[config.mk]
export PLATFORM = sky130hd
export DESIGN_NAME = fir_param_pipe
export DESIGN_NICKNAME = d
export VERILOG_FILES = /design/src/rtl/fir_pkg.sv /design/src/rtl/fir_out_stage.sv /design/src/rtl/fir_param_pipe.sv
export SDC_FILE = /design/constraint.sdc
export NUM_CORES = 2
export LEC_CHECK = 0
export CAP_MARGIN = 20
export CORE_MARGIN = 1
export CORE_UTILIZATION = 39
export CTS_CLUSTER_SIZE = 30
export DETAILED_ROUTE_END_ITERATION = 16
export GPL_TIMING_DRIVEN = 0
export SETUP_SLACK_MARGIN = 0.02
export SYNTH_ARGS = -nofsm -noshare
export SYNTH_HDL_FRONTEND = slang
export SYNTH_SLANG_ARGS = --single-unit
[constraint.sdc]
create_clock -name CLK -period 16.03 [get_ports CLK]
set_input_delay 4.809 -clock CLK [delete_from_list [all_inputs] [get_ports CLK]]
set_output_delay 4.809 -clock CLK [all_outputs]
set_load 0.02 [all_outputs]
[src/rtl/fir_pkg.sv]
// Shared configuration, types and output conditioning for the pipelined FIR.
// Data/coefficient/output widths and the filter order are set here; the
// derived widths guarantee the tap sum never overflows internally.
package fir_pkg;

  localparam int ORDER = 8;
  localparam int DW    = 11;
  localparam int CW    = 11;
  localparam int OW    = 11;

  localparam int NT = ORDER + 1;
  localparam int AW = $clog2(NT);
  localparam int PW = DW + CW;
  localparam int SW = PW + $clog2(NT);

  typedef logic signed [DW-1:0] samp_t;
  typedef logic signed [CW-1:0] coef_t;
  typedef logic signed [PW-1:0] prod_t;
  typedef logic signed [SW-1:0] sum_t;
  typedef logic signed [OW-1:0] word_t;

  typedef struct packed {
    logic  ovf;
    word_t word;
  } sat_res_t;

  // Representable output range expressed at sum width for signed compares.
  localparam sum_t Y_MAX = sum_t'((2 ** (OW - 1)) - 1);
  localparam sum_t Y_MIN = sum_t'(-(2 ** (OW - 1)));

  // Rescale the Q1.(CW-1) weighted sum back to sample units (floor), flag
  // out-of-range results, then clamp or wrap to the output width.
  function automatic sat_res_t sat_trunc(input sum_t sum, input logic sat);
    sum_t     y;
    sat_res_t r;
    y     = sum >>> (CW - 1);
    r.ovf = (y > Y_MAX) || (y < Y_MIN);
    if (sat && (y > Y_MAX)) begin
      r.word = Y_MAX[OW-1:0];
    end else if (sat && (y < Y_MIN)) begin
      r.word = Y_MIN[OW-1:0];
    end else begin
      r.word = y[OW-1:0];
    end
    return r;
  endfunction

endpackage

[src/rtl/fir_out_stage.sv]
// Final pipeline stage: converts the full-precision tap sum into the output
// word (saturate or wrap, chosen at build time) and registers DOUT/VOUT/OVF.
// DOUT and OVF only change on a valid output so they hold between samples.
module fir_out_stage
  import fir_pkg::*;
#(
  parameter bit SAT = 1'b1
) (
  input  logic  clk,
  input  logic  rst_n,
  input  sum_t  sum,
  input  logic  valid,
  output word_t dout,
  output logic  vout,
  output logic  ovf
);

  sat_res_t res;

  // Combinational shift, range check and clamp/wrap of the tap sum.
  always_comb begin
    res = sat_trunc(sum, SAT);
  end

  // Stage C registers; data and flag update only alongside a valid strobe.
  always_ff @(posedge clk or negedge rst_n) begin
    if (!rst_n) begin
      dout <= '0;
      vout <= 1'b0;
      ovf  <= 1'b0;
    end else begin
      vout <= valid;
      if (valid) begin
        dout <= res.word;
        ovf  <= res.ovf;
      end
    end
  end

endmodule

[src/rtl/fir_param_pipe.sv]
// Pipelined direct-form FIR with double-buffered runtime coefficients.
// Stage A shifts the delay line, stage B registers per-tap products against
// the active bank, stage C (fir_out_stage) registers the conditioned result.
// A commit copies the whole shadow bank in one edge, so every output is
// computed from a single coherent coefficient set.
module fir_param_pipe
  import fir_pkg::*;
#(
  parameter bit SAT = 1'b1
) (
  input  logic          CLK,
  input  logic          RST_n,
  input  logic [DW-1:0] DIN,
  input  logic          VIN,
  input  logic          CLR,
  input  logic          H_WE,
  input  logic [AW-1:0] H_ADDR,
  input  logic [CW-1:0] H_DATA,
  input  logic          H_COMMIT,
  output logic [OW-1:0] DOUT,
  output logic          VOUT,
  output logic          OVF
);

  samp_t x      [NT];
  coef_t shadow [NT];
  coef_t active [NT];
  prod_t prod   [NT];
  logic  v_a;
  logic  v_b;
  logic  v_c;
  sum_t  sum;
  word_t dout_w;

  // Stage A: delay line advances only on valid samples; flush zeroes it and
  // discards any sample presented on the same edge.
  always_ff @(posedge CLK or negedge RST_n) begin
    if (!RST_n) begin
      for (int i = 0; i < NT; i++) x[i] <= '0;
      v_a <= 1'b0;
    end else if (CLR) begin
      for (int i = 0; i < NT; i++) x[i] <= '0;
      v_a <= 1'b0;
    end else begin
      v_a <= VIN;
      if (VIN) begin
        x[0] <= samp_t'(DIN);
        for (int i = 1; i < NT; i++) x[i] <= x[i-1];
      end
    end
  end

  // Coefficient banks: writes land in shadow only (out-of-range taps match
  // no entry); commit copies the pre-edge shadow contents to active.
  always_ff @(posedge CLK or negedge RST_n) begin
    if (!RST_n) begin
      for (int i = 0; i < NT; i++) begin
        shadow[i] <= '0;
        active[i] <= '0;
      end
    end else begin
      for (int i = 0; i < NT; i++) begin
        if (H_WE && (H_ADDR == AW'(i))) shadow[i] <= coef_t'(H_DATA);
      end
      if (H_COMMIT) begin
        for (int i = 0; i < NT; i++) active[i] <= shadow[i];
      end
    end
  end

  // Stage B: per-tap products against the bank active before this edge.
  always_ff @(posedge CLK or negedge RST_n) begin
    if (!RST_n) begin
      for (int i = 0; i < NT; i++) prod[i] <= '0;
      v_b <= 1'b0;
    end else begin
      v_b <= v_a & ~CLR;
      if (v_a) begin
        for (int i = 0; i < NT; i++) prod[i] <= prod_t'(x[i]) * prod_t'(active[i]);
      end
    end
  end

  // Full-precision tap sum; SW leaves headroom for NT worst-case products.
  always_comb begin
    sum = '0;
    for (int i = 0; i < NT; i++) sum = sum + sum_t'(prod[i]);
  end

  // A flush also kills the sample that would reach stage C on this edge.
  assign v_c = v_b & ~CLR;

  fir_out_stage #(
    .SAT (SAT)
  ) u_out (
    .clk   (CLK),
    .rst_n (RST_n),
    .sum   (sum),
    .valid (v_c),
    .dout  (dout_w),
    .vout  (VOUT),
    .ovf   (OVF)
  );

  assign DOUT = dout_w;

endmodule
==> metrics.cfg <==
[layout]
regArea_mm2=0.01276
final_cell_mix=inv_1 (1432), fa_1 (1209), nand2_1 (558), and2_1 (538), dfrtp_1 (510)
stdcell_count=8961
fillers=16210
layout_commonest_cell=inv_1
fin_nets=8371
area_delta_synth_final_pct=9.272
drive_gt1_frac=0.06886
multi_input_area_mm2=0.04700

[synthesis]
async_flop_share=1.000
postSynthCellCount=6545
yosysWarnings=0
avgSynthCellArea_um2=10.12
synth-seq-cells=510
ys.flop_type=dfrtp_1
syn-cell-area_mm2=0.06621
synth.yosys.seq_area_share=0.1927
synth_edf_count=0
mappedNetlistNets=8232
synth_cell_types=66

[grt]
antenna_found_initial=15
grt_pass1_wl_mm=295.0
track_usage=0.2270
grt_max_degree=116
grt.overflow.total=0
grt_pass1_vias=48230

[power_and_ir_drop]
vdd_ir_drop_max_v=0.0006272
pwr-share-seq=0.152
internal_power_uw=5742
p_sw_frac=0.5055
power_per_cell_area_mw_per_mm2=160.5
power_frac_clock=0.144
p_sw_uw=5870
leakagePower_uw=0.03380
p_comb_frac=0.704

[sta]
skew_ns=0.04435
max_slew_margin=0.1325
setup_viol=0
max_freq_ghz=0.1393
slew_violations=0
worst_slack_ns=8.853
hold_viol=0
worst_pin_slew_ns=1.301
finalCriticalPeriod_ns=7.177
setup_tns_ns=0
rsz0062_at_grt=false
period_share=0.4477

[route]
antenna_left=0
first_pass_iters=6
drt-total-wl_mm=188.3
post_drt_wl_per_cell_um=21.01
post-route-drc-count=0
dr.max_layer_used=met5
avgViaCountPerCell=5.055
routedLengthMet1_mm=82.60
drtIter0Drc=3097
wl_met3_mm=10.71
num_vias=45300
met2_length_mm=87.82

[cts]
ctsHtreeMaxLevel=3
cts_root_buf=clkbuf_16
cts_tree=built
clockBufferDepth=3
worstSkewPairLatency_ns=0.69
post_cts_buffers=0
clkTransAtPathRegs_ns=0.07
hold_buffers=0
cts_resized=0
clkSinkCount=510
numCtsBuffers=68

[die]
die_w_um=414.0
ios=45
die_h_um=414.0
design.die.area_mm2=0.1714
core_mm2=0.1678
placementRows=150
initial_core_util=0.3946

[worst_setup_path]
crit_fanout=10
r2r_slack_ns=10.10
crit-reg2reg-launch=x[58]
worstRegToRegCells=20
worstSetupPathType=primary input to flop
cp.required_ns=16.57
arrival_ns=7.72
crit_path_end_kind=flop
worst_setup_path_start_kind=primary input
r2r-end=prod[126]

[run_status]
status=finished clean

[place]
dp_hpwl_mm=155.1
gp_congestion=0.9533
io_buffers=42
post-place-ws_ns=8.116
dp_cells=8817

[flow_run]
max_cap_violations=0

[min_path]
whs_path_depth=2
min_path_type=flop to flop
whs_endpoint=active[32]
min_from=shadow[32]

layer usage:
metal | vias to the layer above | track usage
met5 | - | 0
met4 | 4 | 0.09042
met3 | 239 | 0.03230
met2 | 1170 | 0.3583
met1 | 23700 | 0.3148
li1 | 20180 | -
logic make-up (layout without fill, tap and decap cells):
kind of cell	after synthesis	after routing	synth area share
buf+inv	1717	1910	0.09745
other cells	0	19	0
mux	380	380	0.06257
compound gates	472	472	0.04701
fa+ha+maj	1655	1655	0.4498
flops	510	510	0.1927
xor+xnor	191	191	0.02538
simple gates	1620	1620	0.1251
synth_stat cells (all sizes together), types with 36 or more instances:
library cell,count,share of area
a21o,52,0.0059
a21oi,100,0.0078
and2,538,0.051
clkbuf,262,0.015
dfrtp,510,0.19
fa,1209,0.37
ha,446,0.084
inv,1432,0.081
mux2,271,0.046
mux2i,109,0.016
nand2,558,0.032
nand2b,94,0.0089
nand3,50,0.0038
nand3b,36,0.0041
nor2,184,0.010
nor3,38,0.0029
o21ai,141,0.011
xnor2,145,0.019
xor2,46,0.0061
sequential cells by signal (all words and copies together) (netlist names):
register,cells
u_out.dout,11
active,99
x,99
prod,198
u_out.ovf,1
shadow,99
u_out.vout,1
v_b,1
v_a,1
layout make-up:
type | instances | area share
clock buffer | 82 | 0.02551
timing repair buffer | 69 | 0.01268
buffer | 285 | 0.01498
tap | 2204 | 0.03811
multi-input combinational | 4318 | 0.6496
inverter | 1432 | 0.07429
antenna | 19 | 0.0006571
sequential | 510 | 0.1764
clock inverter | 42 | 0.007816
power groups by stage:
stage               clock [uW]  combinational (uW)  sequential (uW)
floorplan                    0                5840             1700
global route              1750                8970             1800
detailed placement           0                8160             1790
global placement             0                7980             1790
finish                    1670                8180             1770
CTS                       1710                8210             1770
worst max-delay path, cell delays in order:
cell	delay [ns]
clkdlybuf4s50_1	0.53
nor3b_1	0.84
and3_1	0.55
clkbuf_1	0.57
mux2_2	0.41
metrics by stage:
stage                     instance area, um^2  utilization  total power (uW)  hold slack, ns
after global placement                  69390       0.4136              9761          0.4647
final                                   72350       0.4312             11610          0.4851
after floorplan                         66210            -              7534          0.4476
after global routing                    72320       0.4311             12520          0.5001
after detailed placement                69880       0.4165              9948          0.4737
after CTS                               72300       0.4309             11680          0.4833
how the worst max path moves through the flow:
| stage | cells after the start | from | to |
|---|---|---|---|
| 2_1_floorplan | 4 | H_COMMIT | active[85] |
| 3_3_place_gp | 1 | RST_n | active[39] |
| 3_5_place_dp | 5 | H_WE | shadow[60] |
| 4_1_cts | 5 | H_WE | shadow[60] |
| 5_1_grt | 5 | H_WE | shadow[62] |
| 6_report | 5 | H_WE | shadow[62] |
Note: power is estimated with default switching activity, not from simulation.
